--- src/rtl/reg_file_wb_pkg.sv ---
// ============================================================================
// Module : rf_pkg
// Brief  : Shared sizing constants for the write-back register file.
// Rev    : 1.0  initial release
// ============================================================================
`default_nettype none

package rf_pkg;
    localparam int              DATA_W    = 16;
    localparam int              NUM_REGS  = 8;
    localparam int              REG_IDX_W = 3;
    localparam logic [2:0]      PC_IDX    = 3'd7;
    localparam logic [15:0]     RESET_PC  = 16'h0000;
endpackage

`default_nettype wire

--- src/rtl/reg_file_wb_if.sv ---
// ============================================================================
// Module : reg_file_wb_if
// Brief  : Read, write-back and issue/scoreboard signals of the register file.
// Rev    : 1.0  initial release
// ============================================================================
`default_nettype none

interface reg_file_wb_if;
    import rf_pkg::*;

    logic [REG_IDX_W-1:0] readAddr1;
    logic [REG_IDX_W-1:0] readAddr2;
    logic [DATA_W-1:0]    RFOut1;
    logic [DATA_W-1:0]    RFOut2;
    logic [DATA_W-1:0]    pcOut;
    logic                 regWrite;
    logic [REG_IDX_W-1:0] writeAddr;
    logic [DATA_W-1:0]    writeData;
    logic                 r7Write;
    logic [DATA_W-1:0]    writeR7Data;
    logic                 issueValid;
    logic [REG_IDX_W-1:0] issueDest;
    logic                 flush;
    logic                 busy1;
    logic                 busy2;
    logic [NUM_REGS-1:0]  busyMask;

    modport master (
        output readAddr1, readAddr2, regWrite, writeAddr, writeData,
               r7Write, writeR7Data, issueValid, issueDest, flush,
        input  RFOut1, RFOut2, pcOut, busy1, busy2, busyMask
    );

    modport slave (
        input  readAddr1, readAddr2, regWrite, writeAddr, writeData,
               r7Write, writeR7Data, issueValid, issueDest, flush,
        output RFOut1, RFOut2, pcOut, busy1, busy2, busyMask
    );
endinterface

`default_nettype wire

--- src/rtl/reg_file_wb_scoreboard.sv ---
// ============================================================================
// Module : rf_scoreboard
// Brief  : One pending bit per register; issue sets, write-back clears.
// Rev    : 1.0  initial release
// ============================================================================
`default_nettype none

module rf_scoreboard
    import rf_pkg::*;
(
    input  wire logic                 clk,
    input  wire logic                 reset,
    input  wire logic                 issueValid,
    input  wire logic [REG_IDX_W-1:0] issueDest,
    input  wire logic                 clrValid,
    input  wire logic [REG_IDX_W-1:0] clrIdx,
    input  wire logic                 flush,
    output logic      [NUM_REGS-1:0]  busyMask
);
    logic [NUM_REGS-1:0] set_vec;
    logic [NUM_REGS-1:0] clr_vec;
    logic [NUM_REGS-1:0] busy_next;

    always_comb begin
        set_vec = '0;
        clr_vec = '0;
        // PC is never tracked here; its hazards are resolved by flushing.
        if (issueValid && issueDest != PC_IDX) set_vec[issueDest] = 1'b1;
        if (clrValid)                          clr_vec[clrIdx]    = 1'b1;
        // Set applied after clear so the newer producer stays pending.
        busy_next = flush ? '0 : ((busyMask & ~clr_vec) | set_vec);
    end

    always_ff @(posedge clk) begin
        if (reset) busyMask <= '0;
        else       busyMask <= busy_next;
    end
endmodule

`default_nettype wire

--- src/rtl/reg_file_wb.sv ---
// ============================================================================
// Module : reg_file_wb
// Brief  : 8x16 register file with dedicated PC write port, bypassed reads
//          and a pending-write scoreboard for RAW hazard detection.
// Rev    : 1.0  initial release
// ============================================================================
`default_nettype none

module reg_file_wb
    import rf_pkg::*;
#(
    parameter logic [DATA_W-1:0] RESET_PC = rf_pkg::RESET_PC,
    parameter int                BYPASS   = 1
) (
    input  wire logic   clk,
    input  wire logic   reset,
    reg_file_wb_if.slave bus
);
    logic [DATA_W-1:0] regs [NUM_REGS];

    genvar gi;
    generate
        for (gi = 0; gi < NUM_REGS; gi++) begin : g_reg
            if (gi == NUM_REGS - 1) begin : g_pc
                always_ff @(posedge clk) begin
                    if (reset)
                        regs[gi] <= RESET_PC;
                    else if (bus.r7Write)
                        regs[gi] <= bus.writeR7Data;
                    else if (bus.regWrite && bus.writeAddr == PC_IDX)
                        regs[gi] <= bus.writeData;
                end
            end else begin : g_gpr
                always_ff @(posedge clk) begin
                    if (reset)
                        regs[gi] <= '0;
                    else if (bus.regWrite && bus.writeAddr == REG_IDX_W'(gi))
                        regs[gi] <= bus.writeData;
                end
            end
        end
    endgenerate

    function automatic logic [DATA_W-1:0] read_mux(
        input logic [REG_IDX_W-1:0] addr,
        input logic [DATA_W-1:0]    stored,
        input logic                 rw,
        input logic [REG_IDX_W-1:0] wa,
        input logic [DATA_W-1:0]    wd,
        input logic                 r7w,
        input logic [DATA_W-1:0]    r7d
    );
        read_mux = stored;
        if (BYPASS != 0) begin
            if (addr == PC_IDX) begin
                if (r7w)                   read_mux = r7d;
                else if (rw && wa == addr) read_mux = wd;
            end else if (rw && wa == addr) begin
                read_mux = wd;
            end
        end
    endfunction

    logic [NUM_REGS-1:0] busy_q;

    rf_scoreboard u_scoreboard (
        .clk       (clk),
        .reset     (reset),
        .issueValid(bus.issueValid),
        .issueDest (bus.issueDest),
        .clrValid  (bus.regWrite),
        .clrIdx    (bus.writeAddr),
        .flush     (bus.flush),
        .busyMask  (busy_q)
    );

    logic hit1;
    logic hit2;

    always_comb begin
        bus.RFOut1 = read_mux(bus.readAddr1, regs[bus.readAddr1], bus.regWrite,
                              bus.writeAddr, bus.writeData, bus.r7Write, bus.writeR7Data);
        bus.RFOut2 = read_mux(bus.readAddr2, regs[bus.readAddr2], bus.regWrite,
                              bus.writeAddr, bus.writeData, bus.r7Write, bus.writeR7Data);
        bus.pcOut  = regs[PC_IDX];

        // A completing write seen this cycle already resolves the hazard.
        hit1 = (BYPASS != 0) && bus.regWrite && (bus.writeAddr == bus.readAddr1);
        hit2 = (BYPASS != 0) && bus.regWrite && (bus.writeAddr == bus.readAddr2);
        bus.busy1 = (bus.readAddr1 != PC_IDX) && busy_q[bus.readAddr1] && !hit1;
        bus.busy2 = (bus.readAddr2 != PC_IDX) && busy_q[bus.readAddr2] && !hit2;
        bus.busyMask = busy_q;
    end
endmodule

`default_nettype wire

--- src/flat_wrapper.sv ---
// flat-port wrapper written by rule: the top's interface ports become plain ports
module reg_file_wb_flat import rf_pkg::*;
#(
    parameter logic [DATA_W-1:0] RESET_PC = rf_pkg::RESET_PC,
    parameter int                BYPASS   = 1
)
  (clk, reset, bus_readAddr1, bus_readAddr2, bus_regWrite, bus_writeAddr, bus_writeData, bus_r7Write, bus_writeR7Data, bus_issueValid, bus_issueDest, bus_flush, bus_RFOut1, bus_RFOut2, bus_pcOut, bus_busy1, bus_busy2, bus_busyMask);
  reg_file_wb_if bus_i ();
  input  wire logic clk;
  input  wire logic reset;
  input wire logic [$bits(bus_i.readAddr1)-1:0] bus_readAddr1;
  input wire logic [$bits(bus_i.readAddr2)-1:0] bus_readAddr2;
  input wire logic [$bits(bus_i.regWrite)-1:0] bus_regWrite;
  input wire logic [$bits(bus_i.writeAddr)-1:0] bus_writeAddr;
  input wire logic [$bits(bus_i.writeData)-1:0] bus_writeData;
  input wire logic [$bits(bus_i.r7Write)-1:0] bus_r7Write;
  input wire logic [$bits(bus_i.writeR7Data)-1:0] bus_writeR7Data;
  input wire logic [$bits(bus_i.issueValid)-1:0] bus_issueValid;
  input wire logic [$bits(bus_i.issueDest)-1:0] bus_issueDest;
  input wire logic [$bits(bus_i.flush)-1:0] bus_flush;
  output wire logic [$bits(bus_i.RFOut1)-1:0] bus_RFOut1;
  output wire logic [$bits(bus_i.RFOut2)-1:0] bus_RFOut2;
  output wire logic [$bits(bus_i.pcOut)-1:0] bus_pcOut;
  output wire logic [$bits(bus_i.busy1)-1:0] bus_busy1;
  output wire logic [$bits(bus_i.busy2)-1:0] bus_busy2;
  output wire logic [$bits(bus_i.busyMask)-1:0] bus_busyMask;
  assign bus_i.readAddr1 = bus_readAddr1;
  assign bus_i.readAddr2 = bus_readAddr2;
  assign bus_i.regWrite = bus_regWrite;
  assign bus_i.writeAddr = bus_writeAddr;
  assign bus_i.writeData = bus_writeData;
  assign bus_i.r7Write = bus_r7Write;
  assign bus_i.writeR7Data = bus_writeR7Data;
  assign bus_i.issueValid = bus_issueValid;
  assign bus_i.issueDest = bus_issueDest;
  assign bus_i.flush = bus_flush;
  assign bus_RFOut1 = bus_i.RFOut1;
  assign bus_RFOut2 = bus_i.RFOut2;
  assign bus_pcOut = bus_i.pcOut;
  assign bus_busy1 = bus_i.busy1;
  assign bus_busy2 = bus_i.busy2;
  assign bus_busyMask = bus_i.busyMask;
  reg_file_wb #(.RESET_PC(RESET_PC), .BYPASS(BYPASS)) u_core (.clk(clk), .reset(reset), .bus(bus_i));
endmodule
--- config.mk ---
export PLATFORM = sky130hd
export DESIGN_NAME = reg_file_wb_flat
export DESIGN_NICKNAME = d
export VERILOG_FILES = /design/src/rtl/reg_file_wb_pkg.sv /design/src/rtl/reg_file_wb_if.sv /design/src/rtl/reg_file_wb_scoreboard.sv /design/src/rtl/reg_file_wb.sv /design/src/flat_wrapper.sv
export SDC_FILE = /design/constraint.sdc
export NUM_CORES = 1
export LEC_CHECK = 0
export BUFFER_PORTS_ARGS = -buffer_cell sky130_fd_sc_hd__buf_2
export CORE_MARGIN = 1
export CORE_UTILIZATION = 40
export DETAILED_ROUTE_END_ITERATION = 8
export PLACE_DENSITY = 0.69
export SYNTH_ARGS = -nofsm -noshare
export SYNTH_HDL_FRONTEND = slang
export SYNTH_SLANG_ARGS = --single-unit
--- constraint.sdc ---
create_clock -name clk -period 2 [get_ports clk]
set_input_delay 0.1 -clock clk [delete_from_list [all_inputs] [get_ports clk]]
set_output_delay 0.1 -clock clk [all_outputs]
set_load 0.05 [all_outputs]
==> run metrics <==
type of element launching the critical path register; adder-cell share of the synthesized area 0%; total net switching power ~2.7 mW; setup slack after placement approximately 120 ps; total of warnings raised by yosys 0; max-capacitance violation count 0; vias in the first global route 6,215; number of buffers created by CTS 17; Internal approximately 6.3 mW; failing checks negative setup slack; number of primary I/O pins 108; Setup crit end kind output pin; transition at the pin with the smallest max-transition slack about 1100 ps; wire length on met1 roughly 9.5 mm; number of DRC violations after detailed-routing iteration 0 around 670; main flop type after synthesis edfxtp_1; total length of routed met3 wires roughly 2.4 mm; Rel. slew slack approximately a quarter; fraction of power consumed by combinational cells a little under a quarter; highest signal layer in the routed design met4; result of the run finished with violations; total half-perimeter wirelength after legalization and detailed placement around 17 mm; Routed wire per std cell between 20 and 25 um; average footprint of a synthesized cell approximately 14 um2; Register-to-Register Path Depth 2; die outline area around 0.021 mm2; largest area contributor in the netlist edfxtp_1; core box area about 0.020 mm2; number of inserted diodes 0; flip-flop and latch count after synthesis roughly 140; WHS Path Cells 2; Clk network pwr share 38.3%; power per standard cell area between 800 and 900 mW/mm2; clock transition at the registers of the reported paths approximately 60 ps; Leak Pwr ~3.8 nW; final setup slack of the worst path -103 ps; total overflow reported by the global router 0; Crit-path slowest cell mux4_2; arrival time reported for the critical path endpoint ~2000 ps; chip height between 100 and 150 um; via count of the routed design approximately 6,000; largest cells by area after synthesis edfxtp_1 (48%), mux4_2 (17%), and2_1 (5.5%); final setup violating endpoints 9; layout cells sized above 1 between 40% and 50%; router iterations before antenna repair 5; gr usage total between 20% and 30%; worst-path cell chain mux4_2, mux2i_1, nand2_1, o221a_2, buf_6; Max clock buf depth 2; CP Max Fanout 3; Cell variety after synth between 40 and 50; delay of the slowest cell on the worst path approximately 490 ps; start-to-end type of the worst setup path register to output pin; residual DRC count 0; Placement Rows 51; I/O Buffers approximately 110; Layout Skew 0 ps; share of the synthesized area in compound gates (AO/OA/AOI/OAI) between 7 and 8%; count of clock tree sinks between 100 and 150; Layout Nets a little under 800; WL met2 approximately 12 mm; GP Congestion 0.879; path type of the worst min-delay path input port to register; Die W between 100 and 150 um; detailed-route wire length about 25 mm; Flop pwr share between 30% and 40%; worst skew pair latency between 400 and 500 ps; Final Max Slew Viols 0; number of antenna violations at the first check in global routing 1; RSZ-0062 raised after global routing true; IR drop worst, VDD roughly 0.55 mV; xor and xnor fraction of the mapped netlist area 0.654%; design area 0.0102 mm2; combinational family with the most area after synthesis multiplexers; gate count of the mapped netlist 571; post-synthesis mux area share about 23%; count of flip-flops with a built-in enable after synthesis between 100 and 150; Final Critical Period around 2100 ps; TNS Setup -307 ps; final hold viol count 0; Clock H-tree levels 4; remaining antenna violation count after routing 0; pin count of the biggest net entering global routing 30; detail-routed via count per cell between 6 and 7; wire length of the first global-routing pass between 30 and 40 mm; Total Power slightly below 9 mW; CTS tree done; Worst EP required roughly 1900 ps; post-synthesis instance area between 0.008 and 0.009 mm2; final worst-path cycle share 105%; Finished Core Util between 50% and 60%; net count after synthesis ~620; Synth Area in Simple Gates between 10% and 20%; commonest cells in the synthesized netlist edfxtp_1 (128), and2_1 (70), mux4_2 (60), nand2_1 (39), mux2i_1 (32); top achievable clock speed around 480 MHz; Synth-to-Final Area Change 26.9%; cell area after placement 0.00903 mm2; Yosys top cell area share between 40% and 50%; most repeated cell in the gate-level netlist after synthesis edfxtp_1; fraction of synthesis flops using an asynchronous set or reset pin 0%; fraction of power spent switching nets slightly below 30%; clock tree root buffer cell clkbuf_16; starting density of the core roughly 41%; register area share after synthesis between 40% and 50%
## power groups by stage
stage	clock (mW)	combinational (mW)	sequential [mW]
2_1_floorplan	0	1.20	3.54
3_3_place_gp	0	1.78	3.46
3_5_place_dp	0	1.81	3.48
4_1_cts	3.45	1.94	3.42
5_1_grt	3.58	2.17	3.44
6_report	3.42	2.08	3.43
## cells in the final DEF, fill, tap and decap left out, types with 8 or more instances in the layout
cell type,count
a22o_1,16
nor4_1,21
mux4_2,65
clkbuf_16,17
buf_4,62
and2_1,70
dlygate4sd3_1,18
nor2_1,13
buf_2,75
nand2_1,39
buf_6,19
nor3_1,22
edfxtp_1,128
mux2i_1,29
nand2b_1,8
dfxtp_1,8
## worst paths after layout
check                                    endpoint  slack [ps]                       startpoint
setup / recovery                    bus_RFOut2[6]        -100                u_core.regs[7][6]
hold / removal                 u_core.regs[7][11]          10              bus_writeR7Data[11]
setup reg to reg  u_core.u_scoreboard.busyMask[1]        1290  u_core.u_scoreboard.busyMask[1]
hold reg to reg   u_core.u_scoreboard.busyMask[7]         500  u_core.u_scoreboard.busyMask[7]
## flip-flops by register name (all words and copies together), names as in the netlist
name                          flops
u_core.regs                     128
u_core.u_scoreboard.busyMask      8
## cell families after synthesis
kind of cell           count (synthesis)
AO/OA/AOI/OAI                         71
multiplexers                          98
AND/OR/NAND/NOR                      203
flip-flops                           136
buffers and inverters                 57
XOR/XNOR                               6
## worst max-delay path, delay by kind of cell, from the launching register on
kind / cells / cell delay [ps]
buffers and inverters: 1 / 160
and+or+nand+nor: 1 / 130
AOI/OAI and AO/OA: 1 / 170
muxes: 2 / 660
DFF: 1 / 460
## per-stage QoR
stage | hold slack (ps) | std cells
after floorplan | 248 | 571
after global placement | 394 | 950
after detailed placement | 408 | 950
after CTS | 0.960 | 1003
after global routing | 8.90 | 1004
final | 12.1 | 1004
## layout make-up
cell class                      count  area, um2
Clock inverter                     15        218
Multi-Input combinational cell    378       3760
Tap cell                          265        332
Timing Repair Buffer              186       1430
Inverter                            7       26.3
Fill cell                        1661       9400
Clock buffer                       17        425
Sequential cell                   136       4000
## per-layer routing
metal,vias up,GRT usage [%]
li1,2622,-
met1,3131,32.2
met2,363,40.4
met3,47,7.36
met4,0,8.73
met5,-,0
## what timing repair did
action,4_1_cts,5_1_grt
pin swaps,6,10
hold endpoints to repair,18,0
setup endpoints to repair,21,31
gates resized for setup,42,57
setup buffers,3,1
hold buffers,18,0
No activity file was read; power rests on OpenSTA's default activity.
